**config.mk**
```make
export PLATFORM = sky130hd
export DESIGN_NAME = ram_arbiter
export DESIGN_NICKNAME = d
export VERILOG_FILES = /design/src/rtl/ks_mem_pkg.sv /design/src/rtl/arb_lock_timer.sv /design/src/rtl/ram_arbiter.sv
export SDC_FILE = /design/constraint.sdc
export NUM_CORES = 1
export LEC_CHECK = 0
export ABC_AREA = 1
export BUFFER_PORTS_ARGS = -buffer_cell sky130_fd_sc_hd__buf_2
export CAP_MARGIN = 25
export CORE_MARGIN = 4
export CORE_UTILIZATION = 32
export CTS_CLUSTER_DIAMETER = 80
export DETAILED_ROUTE_END_ITERATION = 8
export PLACE_DENSITY_LB_ADDON = 0.05
export SLEW_MARGIN = 20
export SYNTH_ARGS = -nofsm -noshare
export SYNTH_HDL_FRONTEND = slang
export SYNTH_SLANG_ARGS = --single-unit
```
**constraint.sdc**
```tcl
create_clock -name clk -period 3.9 [get_ports clk]
set_input_delay 1.17 -clock clk [delete_from_list [all_inputs] [get_ports clk]]
set_output_delay 1.17 -clock clk [all_outputs]
set_load 0.1 [all_outputs]
```
**src/rtl/ks_mem_pkg.sv**
```systemverilog
// Shared types for the program/data RAM arbiter: FSM states, owner encoding
// and the default RAM geometry.
package ks_mem_pkg;

  localparam int unsigned KS_ADDR_WIDTH = 8;
  localparam int unsigned KS_DATA_WIDTH = 16;

  typedef enum logic [1:0] {
    ARB_IDLE = 2'd0,
    ARB_CPU  = 2'd1,
    ARB_HOST = 2'd2
  } arb_state_t;

  typedef enum logic {
    OWN_CPU  = 1'b0,
    OWN_HOST = 1'b1
  } owner_t;

  function automatic owner_t state_owner(input arb_state_t state);
    return (state == ARB_HOST) ? OWN_HOST : OWN_CPU;
  endfunction

endpackage

```
**src/rtl/arb_lock_timer.sv**
```systemverilog
// Counts consecutive cycles in which a host lock is blocking a waiting CPU and
// flags the cycle in which the count reaches LOCK_TIMEOUT.
module arb_lock_timer #(
  parameter int unsigned LOCK_TIMEOUT = 64
) (
  input  logic clk,
  input  logic rst,
  input  logic i_count_en,
  output logic o_expire
);

  localparam int unsigned CntWidth = $clog2(LOCK_TIMEOUT + 1);

  logic [CntWidth-1:0] r_count;

  // NOTE: clocked state uses non-blocking (<=) so every flop samples the
  // pre-edge value of every other flop, independent of process ordering.
  always_ff @(posedge clk) begin
    if (rst || !i_count_en) begin
      r_count <= '0;
    end else begin
      r_count <= r_count + CntWidth'(1);
    end
  end

  // The expiring cycle is itself the LOCK_TIMEOUT-th blocked cycle.
  assign o_expire = i_count_en && (r_count == CntWidth'(LOCK_TIMEOUT - 1));

endmodule

```
**src/rtl/ram_arbiter.sv**
```systemverilog
// Round-robin arbiter sharing one single-port synchronous RAM between the CPU
// memory port and the host/debug loader. Optional macro ARB_LOCK_TIMEOUT_EN
// bounds how long a host lock may starve a requesting CPU.
module ram_arbiter
  import ks_mem_pkg::*;
#(
  parameter int unsigned ADDR_WIDTH   = KS_ADDR_WIDTH,
  parameter int unsigned DATA_WIDTH   = KS_DATA_WIDTH,
  parameter int unsigned LOCK_TIMEOUT = 64
) (
  input  logic                  clk,
  input  logic                  rst,
  // CPU port
  input  logic                  cpu_req,
  input  logic                  cpu_we,
  input  logic [ADDR_WIDTH-1:0] cpu_addr,
  input  logic [DATA_WIDTH-1:0] cpu_wdata,
  output logic                  cpu_ack,
  output logic                  cpu_rvalid,
  output logic [DATA_WIDTH-1:0] cpu_rdata,
  output logic                  cpu_stall,
  // Host port
  input  logic                  host_req,
  input  logic                  host_we,
  input  logic [ADDR_WIDTH-1:0] host_addr,
  input  logic [DATA_WIDTH-1:0] host_wdata,
  input  logic                  host_lock,
  output logic                  host_ack,
  output logic                  host_rvalid,
  output logic [DATA_WIDTH-1:0] host_rdata,
  // RAM macro
  output logic                  ram_en,
  output logic                  ram_we,
  output logic [ADDR_WIDTH-1:0] ram_addr,
  output logic [DATA_WIDTH-1:0] ram_wdata,
  input  logic [DATA_WIDTH-1:0] ram_rdata,
  // Status
  output logic                  owner,
  output logic                  lock_timeout
);

  if (LOCK_TIMEOUT < 1) begin : g_bad_lock_timeout
    $error("ram_arbiter: LOCK_TIMEOUT must be at least 1");
  end

  arb_state_t r_state;
  arb_state_t w_next_state;
  owner_t     r_last_served;
  logic       r_cpu_rvalid;
  logic       r_host_rvalid;
  logic       w_lock;
  logic       w_force_cpu;

`ifdef ARB_LOCK_TIMEOUT_EN
  logic r_lock_timeout;
  logic r_lock_block;
  logic w_count_en;
  logic w_expire;

  // After a timeout the lock stays disarmed until the host releases it once.
  assign w_lock     = host_lock & ~r_lock_block;
  assign w_count_en = (r_state == ARB_HOST) & w_lock & cpu_req;

  arb_lock_timer #(
    .LOCK_TIMEOUT(LOCK_TIMEOUT)
  ) u_lock_timer (
    .clk       (clk),
    .rst       (rst),
    .i_count_en(w_count_en),
    .o_expire  (w_expire)
  );

  assign w_force_cpu = w_expire;

  always_ff @(posedge clk) begin
    if (rst) begin
      r_lock_timeout <= 1'b0;
      r_lock_block   <= 1'b0;
    end else if (w_expire) begin
      r_lock_timeout <= 1'b1;
      r_lock_block   <= 1'b1;
    end else if (!host_lock) begin
      r_lock_block   <= 1'b0;
    end
  end

  assign lock_timeout = r_lock_timeout;
`else
  assign w_lock       = host_lock;
  assign w_force_cpu  = 1'b0;
  assign lock_timeout = 1'b0;
`endif

  // Access issue and next-state decision for the current owner.
  always_comb begin
    // NOTE: every output of this block gets a default first, so no path can
    // leave one unassigned and infer a latch.
    w_next_state = r_state;
    cpu_ack      = 1'b0;
    host_ack     = 1'b0;
    ram_en       = 1'b0;
    ram_we       = 1'b0;
    ram_addr     = '0;
    ram_wdata    = '0;

    unique case (r_state)
      ARB_IDLE: begin
        unique case ({cpu_req, host_req})
          2'b10:   w_next_state = ARB_CPU;
          2'b01:   w_next_state = ARB_HOST;
          2'b11:   w_next_state = (r_last_served == OWN_HOST) ? ARB_CPU : ARB_HOST;
          default: w_next_state = ARB_IDLE;
        endcase
      end

      ARB_CPU: begin
        ram_addr  = cpu_addr;
        ram_wdata = cpu_wdata;
        if (cpu_req) begin
          cpu_ack = 1'b1;
          ram_en  = 1'b1;
          ram_we  = cpu_we;
        end
        if (host_req)     w_next_state = ARB_HOST;
        else if (cpu_req) w_next_state = ARB_CPU;
        else              w_next_state = ARB_IDLE;
      end

      ARB_HOST: begin
        ram_addr  = host_addr;
        ram_wdata = host_wdata;
        if (host_req) begin
          host_ack = 1'b1;
          ram_en   = 1'b1;
          ram_we   = host_we;
        end
        if (w_force_cpu)   w_next_state = ARB_CPU;
        else if (w_lock)   w_next_state = ARB_HOST;
        else if (cpu_req)  w_next_state = ARB_CPU;
        else if (host_req) w_next_state = ARB_HOST;
        else               w_next_state = ARB_IDLE;
      end

      default: w_next_state = ARB_IDLE;
    endcase
  end

  always_ff @(posedge clk) begin
    if (rst) begin
      r_state       <= ARB_IDLE;
      r_last_served <= OWN_HOST;
      r_cpu_rvalid  <= 1'b0;
      r_host_rvalid <= 1'b0;
    end else begin
      r_state       <= w_next_state;
      r_cpu_rvalid  <= cpu_ack & ~cpu_we;
      r_host_rvalid <= host_ack & ~host_we;
      if (cpu_ack)       r_last_served <= OWN_CPU;
      else if (host_ack) r_last_served <= OWN_HOST;
    end
  end

  assign owner       = logic'(state_owner(r_state));
  assign cpu_stall   = cpu_req & ~cpu_ack;
  assign cpu_rvalid  = r_cpu_rvalid;
  assign host_rvalid = r_host_rvalid;
  // The RAM answers the access acked last cycle; rvalid says whose it was.
  assign cpu_rdata   = ram_rdata;
  assign host_rdata  = ram_rdata;

endmodule

```
==> flow_summary.json <==
{
  "initial_core_util_pct": 33.6,
  "synthToLayoutAreaGrowth_pct": 31.1,
  "rsz0062_at_grt": "false",
  "ys_ff_latch": 5,
  "grt_overflow": 0,
  "clock_path_buffers": 2,
  "netlist-cell-type-count": 16,
  "post_cts_resized": 0,
  "hpwl_um": 2410,
  "crit_chain": "inv_1, ha_1, buf_4, nand2_1, a21oi_2, buf_2",
  "power.total_mw": 0.376,
  "postRouteAntennaNets": 0,
  "p_clk_share_pct": 16.5,
  "arrival_ps": 2160,
  "setup_tns_ps": 0,
  "ys_seq_area_share_pct": 10.7,
  "hold_class": "reg -> reg",
  "nets": 288,
  "wl_per_cell_um": 11.9,
  "core_um2": 2780,
  "die_area_um2": 3840,
  "min_period_over_period_pct": 85.3,
  "synth_nets": 235,
  "n_fill_cell": 305,
  "drtIter0Drc": 24,
  "power_frac_seq_pct": 15.2,
  "cts_htree_levels": 1,
  "finalSetupViolCount": 0,
  "grt_max_degree": 27,
  "switching_share_pct": 61.2,
  "cts_setup_buffers": 0,
  "numPortBuffers": 86,
  "maxCapViolCount": 0,
  "num_rows": 19,
  "synth_area_um2": 933,
  "drive_gt1_share_pct": 55.2,
  "outcome": "finished clean",
  "cp-start-kind": "register",
  "gp_congestion": 0.803,
  "antenna_found_initial": 0,
  "synthCells": 158,
  "clk_pin_slew_worst_paths_ps": 50,
  "first_pass_iters": 4,
  "slew_violations": 0,
  "cp_slowest_cell": "ha_1",
  "syn_avg_cell_area_um2": 5.91,
  "slew-limit-headroom_pct": 55.5,
  "die_y_um": 62.0,
  "regArea_um2": 100,
  "ios": 136,
  "die_w_um": 62.0,
  "yosys_warnings": 0,
  "fmax_mhz": 301,
  "clock-sinks": 5,
  "power.switching_mw": 0.230,
  "powerDensity_nw_per_um2": 307,
  "routed-via-count": 1124,
  "grt_pass1_wl_um": 4030,
  "post_drt_via_cell_ratio": 4.66,
  "end_kind": "output pin",
  "cp_max_fo": 14,
  "fin_skew_ps": 6.79,
  "cp_data_required_time_ps": 2730,
  "min_period_ps": 3330,
  "intPower_mw": 0.146,
  "tightest_slew_ps": 666,
  "grt_pass1_vias": 982,
  "comb_power_share_pct": 68.3,
  "track_usage_pct": 13.4,
  "routed_wl_um": 2880,
  "cts-buffers-inserted": 3,
  "multi_input_area_um2": 579,
  "power.leakage_nw": 0.653,
  "cts_hold_buf": 0,
  "peakVddDrop_v": 0.000194,
  "diodes": 0,
  "max_stage_delay_ps": 490,
  "cts_root_buffer": "clkbuf_4",
  "clkLatencyLatePin_ps": 250,
  "crit_type": "reg -> out",
  "finalHoldViolCount": 0,
  "drc": 0,
  "tritoncts": "done"
}
cells by family (layout without fill, tap and decap cells):
logic type	Yosys count	after routing	share of synthesized area, %
other	1	1	0.402
buffers and inverters	49	101	36.9
adders and majority gates	6	6	8.04
AOI/OAI and AO/OA	30	30	16.5
DFF	5	5	10.7
and+or+nand+nor	67	67	27.5
layout make-up:
type	count	share of cell area, %
Tap cell	31	3.17
Sequential cell	5	8.18
Multi-Input combinational cell	104	47.3
Timing Repair Buffer	88	36.4
Clock buffer	4	2.15
Inverter	9	2.76
power groups by stage:
stage / logic [mW] / clock network [mW] / registers, mW
floorplan: 0.363 / 0 / 0.0598
global placement: 0.257 / 0 / 0.0578
detailed placement: 0.259 / 0 / 0.0580
CTS: 0.260 / 0.0626 / 0.0571
global route: 0.273 / 0.0650 / 0.0577
finish: 0.257 / 0.0621 / 0.0570
path summary, 6_finish.rpt:
kind | from | endpoint | slack (ps) | cells past startpoint
max | r_state[1] | ram_wdata[14] | 570 | 6
min | r_last_served | r_last_served | 540 | 2
min reg2reg | r_last_served | r_last_served | 540 | 2
max reg2reg | r_state[1] | r_last_served | 2490 | 5
sequential cells by signal, summed over array words and instances (netlist names):
register       cells
r_last_served      1
cpu_rvalid         1
r_state            2
host_rvalid        1
cell usage in the layout (no fill, tap or decap), types with 3 or more instances in the layout:
cell type / netlist / final
clkbuf_4: 0 / 3
nor2_1: 3 / 3
inv_1: 8 / 8
buf_2: 2 / 86
nand2_1: 60 / 60
dfxtp_1: 5 / 5
ha_1: 6 / 6
a21oi_1: 27 / 3
a21oi_2: 0 / 24
cell usage after synthesis:
master	number	area, um^2
nor3_1	2	10.0
buf_6	4	45.0
o21ai_0	1	5.00
buf_4	34	255
a31oi_1	1	6.26
o21bai_1	1	7.51
conb_1	1	3.75
inv_2	1	3.75
buf_2	2	10.0
ha_1	6	75.1
inv_1	8	30.0
dfxtp_1	5	100
a21oi_1	27	135
nand3_1	2	10.0
nor2_1	3	11.3
nand2_1	60	225
worst max-delay path, delay by kind of cell (launching register included):
kind	cells	cell delay, ps
compound gates	1	150
fa+ha+maj	1	490
buf+inv	3	840
flops	1	340
simple gates	1	90
through the flow:
step	utilization, %	instances	hold WS (ps)	area (um^2)	setup slack (ps)
floorplan	-	158	487	1020	-210
global placement	43.0	237	534	1200	683
detailed placement	43.0	237	533	1200	671
CTS	44.0	241	543	1220	535
global route	44.0	241	561	1220	430
finish	44.0	241	542	1220	574
per-layer routing:
layer  part of all wire (%)  vias up  global-route usage (%)
li1                       -      565                       -
met1                     38      474                    14.5
met2                     47       76                    25.1
met3                     14        9                    4.34
met4                    1.4        0                    2.73
met5                      0        -                       0
Power figures use the tool's default switching activity.
